## src/rtl/nes_controller_reader.sv

```systemverilog
// NES joypad poller: periodically latches the controller, clocks out its eight
// serial bits and publishes them as an active-high, registered button vector.
module nes_controller_reader #(
    parameter int TICK_DIV   = 150,
    parameter int IDLE_TICKS = 2700
) (
    input  logic       clk,
    input  logic       reset,
    input  logic       nes_data,
    output logic       nes_clk,
    output logic       nes_latch,
    output logic [7:0] buttons,
    output logic       buttons_valid,
    output logic       paddle_up,
    output logic       paddle_down
);

    localparam int TW = (TICK_DIV > 1) ? $clog2(TICK_DIV) : 1;
    localparam int IW = $clog2(IDLE_TICKS + 1);

    typedef enum logic [1:0] {IDLE, LATCH, LOW, HIGH} state_t;

    state_t        state;
    logic [TW-1:0] tick_cnt;
    logic          tick;
    logic [IW-1:0] idle_cnt;
    logic          latch_cnt;
    logic [3:0]    bit_idx;
    logic [7:0]    shift;
    logic          data_p0;
    logic          data_p1;

    // Serial bits arrive A first; the output vector holds A in the MSB and the
    // controller reports pressed buttons as 0.
    function automatic logic [7:0] to_buttons(input logic [7:0] s);
        logic [7:0] b;
        for (int i = 0; i < 8; i++) begin
            b[7-i] = ~s[i];
        end
        return b;
    endfunction

    // Stage boundary: controller data resynchronized into the clk domain
    always_ff @(posedge clk) begin
        if (reset) begin
            data_p0 <= 1'b1;
            data_p1 <= 1'b1;
        end else begin
            data_p0 <= nes_data;
            data_p1 <= data_p0;
        end
    end

    assign tick = (tick_cnt == TW'(TICK_DIV - 1));

    always_ff @(posedge clk) begin
        if (reset || tick) begin
            tick_cnt <= '0;
        end else begin
            tick_cnt <= tick_cnt + TW'(1);
        end
    end

    // Protocol FSM; latch and clk outputs are set from the next state so both are glitch-free
    always_ff @(posedge clk) begin
        if (reset) begin
            state         <= IDLE;
            idle_cnt      <= '0;
            latch_cnt     <= 1'b0;
            bit_idx       <= 4'd0;
            shift         <= 8'h00;
            buttons       <= 8'h00;
            buttons_valid <= 1'b0;
            nes_latch     <= 1'b0;
            nes_clk       <= 1'b0;
        end else begin
            buttons_valid <= 1'b0;
            if (tick) begin
                case (state)
                    IDLE: begin
                        if (idle_cnt == IW'(IDLE_TICKS - 1)) begin
                            idle_cnt  <= '0;
                            latch_cnt <= 1'b0;
                            nes_latch <= 1'b1;
                            state     <= LATCH;
                        end else begin
                            idle_cnt <= idle_cnt + IW'(1);
                        end
                    end
                    LATCH: begin
                        if (latch_cnt) begin
                            shift[0]  <= data_p1;
                            bit_idx   <= 4'd1;
                            nes_latch <= 1'b0;
                            state     <= LOW;
                        end else begin
                            latch_cnt <= 1'b1;
                        end
                    end
                    LOW: begin
                        if (bit_idx <= 4'd7) begin
                            nes_clk <= 1'b1;
                            state   <= HIGH;
                        end else begin
                            buttons       <= to_buttons(shift);
                            buttons_valid <= 1'b1;
                            bit_idx       <= 4'd0;
                            state         <= IDLE;
                        end
                    end
                    HIGH: begin
                        shift[bit_idx[2:0]] <= data_p1;
                        bit_idx             <= bit_idx + 4'd1;
                        nes_clk             <= 1'b0;
                        state               <= LOW;
                    end
                    default: begin
                        nes_latch <= 1'b0;
                        nes_clk   <= 1'b0;
                        state     <= IDLE;
                    end
                endcase
            end
        end
    end

    assign paddle_up   = buttons[3];
    assign paddle_down = buttons[2];

endmodule
```

## config.mk

```make
export PLATFORM = sky130hd
export DESIGN_NAME = nes_controller_reader
export DESIGN_NICKNAME = d
export VERILOG_FILES = /design/src/rtl/nes_controller_reader.sv
export SDC_FILE = /design/constraint.sdc
export NUM_CORES = 1
export LEC_CHECK = 0
export ABC_AREA = 0
export CAP_MARGIN = 20
export CORE_MARGIN = 8
export CORE_UTILIZATION = 35
export DETAILED_ROUTE_END_ITERATION = 8
export DONT_BUFFER_PORTS = 1
export PLACE_DENSITY = 0.49
export SETUP_SLACK_MARGIN = 0.02
export SLEW_MARGIN = 10
export SYNTH_ARGS = -nofsm -noshare
export SYNTH_HDL_FRONTEND = slang
export SYNTH_SLANG_ARGS = --single-unit
```

## constraint.sdc

```tcl
create_clock -name clk -period 2.7 [get_ports clk]
set_input_delay 0.27 -clock clk [delete_from_list [all_inputs] [get_ports clk]]
set_output_delay 0.27 -clock clk [all_outputs]
set_load 0.005 [all_outputs]
```

### Word level (Yosys, flattened, before mapping)

Cells that the tools add are included.

* register bits after elaboration: 48
* input bits: 3
* output and inout bits: 13
* word-level logic and storage cells: 77

* $add $sub $neg: 3
* order comparisons: 3
* equal/unequal tests: 9
* mux-type cells: 21
* bitwise logic cells: 11
* reductions and logical operators: 17

Operators with widths (number)
* AND reduction 3 bit: 5
* adder 12 x 1 -> 12 bit (second input constant): 1
* == test 12 bit (second input constant): 1
* 2-to-1 mux 12 bit: 1
* case mux 4 bit (3 select lines): 1
* NOT 1 bit: 11
* adder 8 x 1 -> 8 bit (second input constant): 1
* bitwise mux 8 bit: 1
* == test 8 bit (second input constant): 1
* 2-to-1 mux 4 bit: 2
* inequality test 2 bit (second input constant): 4
* case mux 1 bit (2 select lines): 4
* case mux 2 bit (4 select lines): 1
* AND reduction 4 bit: 2
* 2-to-1 mux 1 bit: 7
* 2-to-1 mux 2 bit: 3
* nonzero test 2 bit: 3
* adder 4 x 1 -> 4 bit (second input constant): 1
* == test 2 bit (second input constant): 2
* <= comparator 4 x 3 -> 1 bit (second input constant): 1
* < comparator 3 x 4 -> 1 bit (second input constant): 1
* AND reduction 2 bit: 2
* demux 1 bit (select 3 bit): 1
* >= comparator 3 x 1 -> 1 bit (second input constant): 1
* other kinds (6): 6

### Longest topological paths before layout

Gate-level depths: netlist of the first run.

* depth in word-level cells: 6
* mapped depth: 7
* gate-level depth less buffers: 6

### Worst setup path after synthesis of the first run

Ideal clock, no wire load.

* kind: reg2reg
* from: register tick_cnt[0]
* to: register shift[3]
* setup time: 0.128 ns
* arrival: 1.529 ns
* data required time: 2.572 ns
* setup slack: 1.043 ns
* stages on the path, launching flop included: 7
* path buffers: 1
* period minus slack after synthesis: 1.657 ns
* path through: dfxtp_1 ha_1 nand3b_1 clkbuf_1 nor4_1 mux2i_1 nor2_1

* longest elaborated chain between the ends: 2

Ends and longest elaborated chain
* start, declared: line 24 `logic [TW-1:0] tick_cnt;`
* start signal, assigned: line 60 `tick_cnt <= tick_cnt + TW'(1);`
* == test 8 bit: line 54 `assign tick = (tick_cnt == TW'(TICK_DIV - 1));`
* AND reduction 2 bit (no source line)
* end signal, assigned by index: line 112 `shift[bit_idx[2:0]] <= data_p1;`
* end, declared: line 29 `logic [7:0] shift;`

Every way passes these cells.
A chain may end at the register's enable or synchronous reset.

### Final worst setup path of the first run

* from: register tick_cnt[0]
* to: register idle_cnt[5]

* longest elaborated chain between the ends: 2

Ends and longest elaborated chain
* == test 8 bit: line 54
* AND reduction 2 bit (no source line)
* end signal, assigned: line 87 `idle_cnt <= idle_cnt + IW'(1);`
* end, declared: line 26 `logic [IW-1:0] idle_cnt;`

Every way passes these cells.

==> results of run 1 <==
==> registers in the layout, indices dropped and copies added, names as in the netlist <==
| signal | flops |
|---|---|
| shift | 8 |
| buttons_valid | 1 |
| tick_cnt | 8 |
| data_p1 | 1 |
| idle_cnt | 12 |
| latch_cnt | 1 |
| buttons | 8 |
| nes_latch | 1 |
| data_p0 | 1 |
| state | 2 |
| nes_clk | 1 |
| bit_idx | 4 |
==> power groups by stage <==
stage               Combinational (µW)  Sequential (µW)  Clock (µW)
floorplan                         21.2              733           0
global placement                  17.9              735           0
detailed placement                17.4              736           0
CTS                               17.7              720         568
global route                      20.2              721         595
finish                            17.3              719         544
==> per-layer routing <==
metal  wire length, µm  vias up  global-route usage
met5                 0        -                   0
met4                58        0              0.0346
met3               180        5              0.0312
met2              2160       18               0.180
met1              2390      805               0.147
li1                  -      912                   -
==> cell usage after synthesis, types with 2 or more instances <==
cell | n | area [µm²]
dfxtp_1 | 48 | 961
nor2_1 | 29 | 109
a21oi_1 | 16 | 80.1
mux2i_1 | 15 | 150
nand2_1 | 14 | 52.6
inv_1 | 13 | 48.8
nand3_1 | 12 | 60.1
nor4_1 | 9 | 56.3
clkbuf_1 | 7 | 26.3
o21ai_0 | 7 | 35.0
or4_1 | 6 | 45.0
xor2_1 | 5 | 43.8
buf_2 | 4 | 20.0
ha_1 | 4 | 50.1
nand4_1 | 4 | 25.0
a211oi_1 | 3 | 22.5
and3_1 | 3 | 18.8
and4_1 | 3 | 26.3
buf_4 | 3 | 22.5
nor4b_1 | 3 | 26.3
o21a_1 | 3 | 22.5
o31ai_1 | 3 | 22.5
a31oi_1 | 2 | 12.5
and2_1 | 2 | 12.5
nand2b_1 | 2 | 12.5
nand3b_1 | 2 | 15.0
nand4b_1 | 2 | 17.5
nor2b_1 | 2 | 12.5
nor4_2 | 2 | 25.0
o41ai_1 | 2 | 17.5
or2_2 | 2 | 12.5
or3_1 | 2 | 12.5
xnor2_1 | 2 | 17.5
==> metrics by stage <==
stage	instance area [µm²]	util	total power, µW	instances	hold WS (ns)
after global routing	2420	0.386	1340	328	0.0119
after detailed placement	2300	0.367	753	320	0.347
after CTS	2420	0.386	1310	328	0.0192
after global placement	2300	0.367	753	320	0.345
final	2420	0.386	1280	328	0.0347
after floorplan	2250	-	754	254	0.374
==> cell usage in the layout (no fill, tap or decap), types with 7 or more instances in the layout <==
cell	count
nand3_1	12
nor4_1	9
nor2_1	29
nand2_1	14
mux2i_1	15
dfxtp_1	48
o21ai_0	7
a21oi_1	16
inv_1	13
==> worst paths after layout <==
| check | end | from | slack (ns) |
|---|---|---|---|
| worst max-delay path | idle_cnt[5] | tick_cnt[0] | 0.66 |
| worst min-delay path | idle_cnt[5] | reset | 0.03 |
| worst max register to register | idle_cnt[5] | tick_cnt[0] | 0.66 |
| worst min register to register | data_p1 | data_p0 | 0.42 |
==> cell families (layout without fill, tap and decap cells) <==
| group | after synthesis | in the layout | share of synthesized area |
|---|---|---|---|
| mux | 15 | 15 | 0.0667 |
| compound gates | 46 | 46 | 0.132 |
| buf+inv | 28 | 25 | 0.0539 |
| flops | 48 | 48 | 0.427 |
| fa+ha+maj | 4 | 4 | 0.0222 |
| simple gates | 106 | 106 | 0.272 |
| xor+xnor | 7 | 7 | 0.0272 |
==> worst register-to-register path, stage by stage, from the launching register on <==
cell	delay, ns
dfxtp_1	0.43
ha_1	0.20
and3b_1	0.27
nand4_2	0.34
or4_1	0.60
a21oi_1	0.14
==> area by class of cell <==
cell class	instances	area (µm²)	share of cell area
Clock buffer	6	82.6	0.0341
Clock inverter	2	38.8	0.0160
Inverter	14	52.6	0.0217
Multi-Input combinational cell	178	1170	0.483
Sequential cell	48	961	0.396
Tap cell	77	96.3	0.0398
Timing Repair Buffer	3	22.5	0.00929
==> impl_metrics.ini, run 1 <==
[run_status]
status = finished clean

[finish]
nFillCells = 670
diodes = 0
drive_above_1_share = 0.0757
num-nets-final = 257
syn_to_final_growth_pct = 7.61

[timing]
setup_ws_ns = 0.662
fin_tns_setup_ns = 0
slew_headroom = 0.618
hold_viol_final = 0
rsz0062_at_grt = false
finalSetupViolCount = 0
finalMaxSlewViolations = 0
tightest_slew_ns = 0.570
period_share = 0.755
skew_ns = 0.00747
layout_min_cycle_time_ns = 2.04
fmax_mhz = 491

[yosys]
syn_nets = 261
seq_area_frac_synth = 0.427
synthArstFlopShare = 0
synth_edf_count = 0
synth_area_per_cell_um2 = 8.87
ys_seq_elements = 48
ys_warn_count = 0
synth_ff_type = dfxtp_1
synth_cell_types = 51
syn-cell-area_um2 = 2250
syn_inst = 254

[floorplan]
num_io_pins = 16
num_rows = 29
core_area_um2 = 6280
start_util = 0.359
fp.dieW_um = 96.2
die_h_um = 96.2
die_area_um2 = 9260

[worst_hold_path]
whs_path_depth = 1
worstHoldPathType = in -> reg

[job]
maxCapViolCount = 0

[placement]
dp_slack_ns = 0.685
globalplace.congestion = 0.757
io_buffers = 0
dp_hpwl_mm = 3.31

[grt]
first_global_vias = 1720
grt_pass1_wl_mm = 8.46
track_usage = 0.114
antenna_found_initial = 0
globalRouteOverflowTotal = 0
grt_max_degree = 39

[detailed_routing]
wl_per_cell_um = 14.6
route.detailed.drc = 0
avgViaCountPerCell = 5.30
wl_mm = 4.79
firstDrtPassIters = 4
postRouteAntennaNets = 0
dr.first_iter.drc_count = 68
vias = 1740

[power_and_ir_drop]
seqPwrFrac = 0.562
p_leak_uw = 0.000793
p_clk_frac = 0.425
intPower_uw = 1020
power.density_nw_per_um2 = 528
swShare = 0.202
comb_power_share = 0.013
vdd.ir_drop.worst_mv = 0.292
power.switching_uw = 259

[critical_path]
critical_path.top_delay_family = simple AND/OR/NAND/NOR gates
r2r_cells = 5
cpMaxStageDelayCell = or4_1
critPathMaxStageDelay_ns = 0.60
worstPathArrival_ns = 2.27
cp_cell_sequence = ha_1, and3b_1, nand4_2, or4_1, a21oi_1
cp_num_buf_inv = 0
critical_path_depth = 5
cp.required_ns = 2.94
start_kind = flip-flop
endpoint_kind = flip-flop
crit_type = reg -> reg
critPathMaxFanout = 15

[clock_tree]
cts-resized-gates = 0
cts_sinks = 48
clk_latency_ns = 0.30
ctsHoldBuffers = 0
cts_root_buf = clkbuf_8
cts_inserted_buffers = 5
post-cts-setup-buffer-count = 0
cts_tree = built
h-tree-depth = 2
clk_pin_slew_worst_paths_ns = 0.09
cts_buffer_depth = 2
Power figures use the tool's default switching activity.
==> run 2: changes to the inputs <==
==> constraint.sdc (replaced) <==
create_clock -name clk -period 2.1 [get_ports clk]
set_input_delay 0.21 -clock clk [delete_from_list [all_inputs] [get_ports clk]]
set_output_delay 0.21 -clock clk [all_outputs]
set_load 0.005 [all_outputs]
==> run 2 against run 1 <==
Effect of this change: die area is the same; hold slack lost 0.020 ns; register-to-register slack lost 0.42 ns; non-clock buffer count grew 9; cell count grew 2.7%; critical path type unchanged; critical endpoint unchanged; largest power group unchanged; highest routed layer unchanged.
==> impl_metrics.ini, run 2 (synthesis gave the netlist of run 1 again) <==
[run_status]
status = finished clean

[timing]
skew_ns = 0.00683
fin_tns_setup_ns = 0
hold_viol_final = 0
setup_ws_ns = 0.239
slew_headroom = 0.667
layout_min_cycle_time_ns = 1.86
finalSetupViolCount = 0
rsz0062_at_grt = false
fmax_mhz = 537
period_share = 0.886
tightest_slew_ns = 0.499
holdWs_ns = 0.0144
finalMaxSlewViolations = 0

[power_and_ir_drop]
p_leak_uw = 0.000803
power.density_nw_per_um2 = 655
vdd.ir_drop.worst_mv = 0.295

[finish]
largest_reg_flops = 12
final_common_cell = dfxtp_1
instances_no_fill = 337
final_cell_mix = 48 x dfxtp_1, 29 x nor2_1, 16 x a21oi_1, 15 x mux2i_1, 14 x nand2_1
num-nets-final = 266
diodes = 0
syn_to_final_growth_pct = 11.5
regMostFlops = idle_cnt
finalCoreUtilization = 0.400
drive_above_1_share = 0.100

[clock_tree]
cts_sinks = 48
clk_pin_slew_worst_paths_ns = 0.09
cts_buffer_depth = 2
cts_tree = built
h-tree-depth = 2
clk_latency_ns = 0.30
cts_root_buf = clkbuf_8
cts_inserted_buffers = 5

[detailed_routing]
dr.first_iter.drc_count = 69
postRouteAntennaNets = 0
wl_mm = 4.96
firstDrtPassIters = 4
route.detailed.drc = 0
wl_per_cell_um = 14.7
vias = 1809
avgViaCountPerCell = 5.37

[critical_path]
crit_type = reg -> reg
critPathMaxFanout = 10
start_kind = flip-flop
worstPathArrival_ns = 2.10
cp.required_ns = 2.34
endpoint_kind = flip-flop

[grt]
grt_max_degree = 32
first_global_vias = 1709
grt_pass1_wl_mm = 8.34
track_usage = 0.113
globalRouteOverflowTotal = 0
antenna_found_initial = 0

[placement]
dpl.cell_count = 326
dp_slack_ns = 0.178
globalplace.congestion = 0.766
dp_hpwl_mm = 3.35
io_buffers = 0

[floorplan]
die_area_um2 = 9260
die_h_um = 96.2
num_rows = 29
start_util = 0.359
num_io_pins = 16
fp.dieW_um = 96.2
core_area_um2 = 6280

[worst_hold_path]
worstHoldPathType = in -> reg

[job]
maxCapViolCount = 0
## run 2: cell count changes in the layout (fill, tap and decap cells not counted), sizes merged
| cell | before | now |
|---|---|---|
| inv | 13 | 14 |
| clkbuf | 6 | 5 |
| clkinvlp | 0 | 1 |
| dlygate4sd3 | 0 | 2 |
| clkinv | 2 | 1 |
| buf | 3 | 10 |
## run 2: power by group
part | leakage (µW) | switching, µW | internal (µW) | total, µW
Clock | 0.0000548 | 322 | 359 | 681
Combinational | 0.000361 | 24.0 | 16.1 | 40.1
Sequential | 0.000388 | 8.49 | 916 | 925
Total | 0.000803 | 355 | 1290 | 1650
## run 2: final cells by class
class / count / area, µm²
clock buffer: 5 / 68.8
clock inverter: 3 / 46.3
fill: 650 / 3770
inverter: 14 / 52.6
multi-input combinational: 178 / 1180
sequential: 48 / 961
tap: 77 / 96.3
timing repair buffer: 12 / 108
## run 2: timing repair
item | CTS | global route
endpoints found under the setup margin | 0 | 1
hold endpoints to repair | 32 | 1
setup buffers | 0 | 0
hold buffers | 2 | 1
resized for setup | 0 | 1
## run 2: through the flow
step | power, µW | area [µm²]
after floorplan | 970 | 2250
after global placement | 969 | 2350
after detailed placement | 970 | 2350
after CTS | 1670 | 2490
after global routing | 1720 | 2510
final | 1650 | 2510
## run 2: worst max-delay path, stage by stage, from the launching register on
cell     delay [ns]
dfxtp_1        0.42
ha_1           0.19
and3b_1        0.28
nand4_4        0.21
or4_1          0.54
a21oi_1        0.15
## run 2: worst paths after layout
check	from	end	slack [ns]	depth (start not counted)
hold / removal	reset	data_p0	0.01	1
hold reg to reg	data_p0	data_p1	0.42	1
setup / recovery	tick_cnt[0]	idle_cnt[5]	0.24	5
setup reg to reg	tick_cnt[0]	idle_cnt[5]	0.24	5
## run 2: metal layers
layer / track usage / up-vias / wire length, µm
li1: - / 934 / -
met2: 0.179 / 31 / 2210
met5: 0 / - / 0
met3: 0.0335 / 9 / 204
met4: 0.0538 / 0 / 123
met1: 0.138 / 835 / 2430
==> run 3: changes to the inputs <==
--- a/config.mk
+++ b/config.mk
@@ -6,7 +6,6 @@
 export NUM_CORES = 1
 export LEC_CHECK = 0
 export ABC_AREA = 0
-export CAP_MARGIN = 20
 export CORE_MARGIN = 8
 export CORE_UTILIZATION = 35
 export DETAILED_ROUTE_END_ITERATION = 8
==> results of run 3 <==
No change in the layout: final DEF, timing and power equal those of run 2.
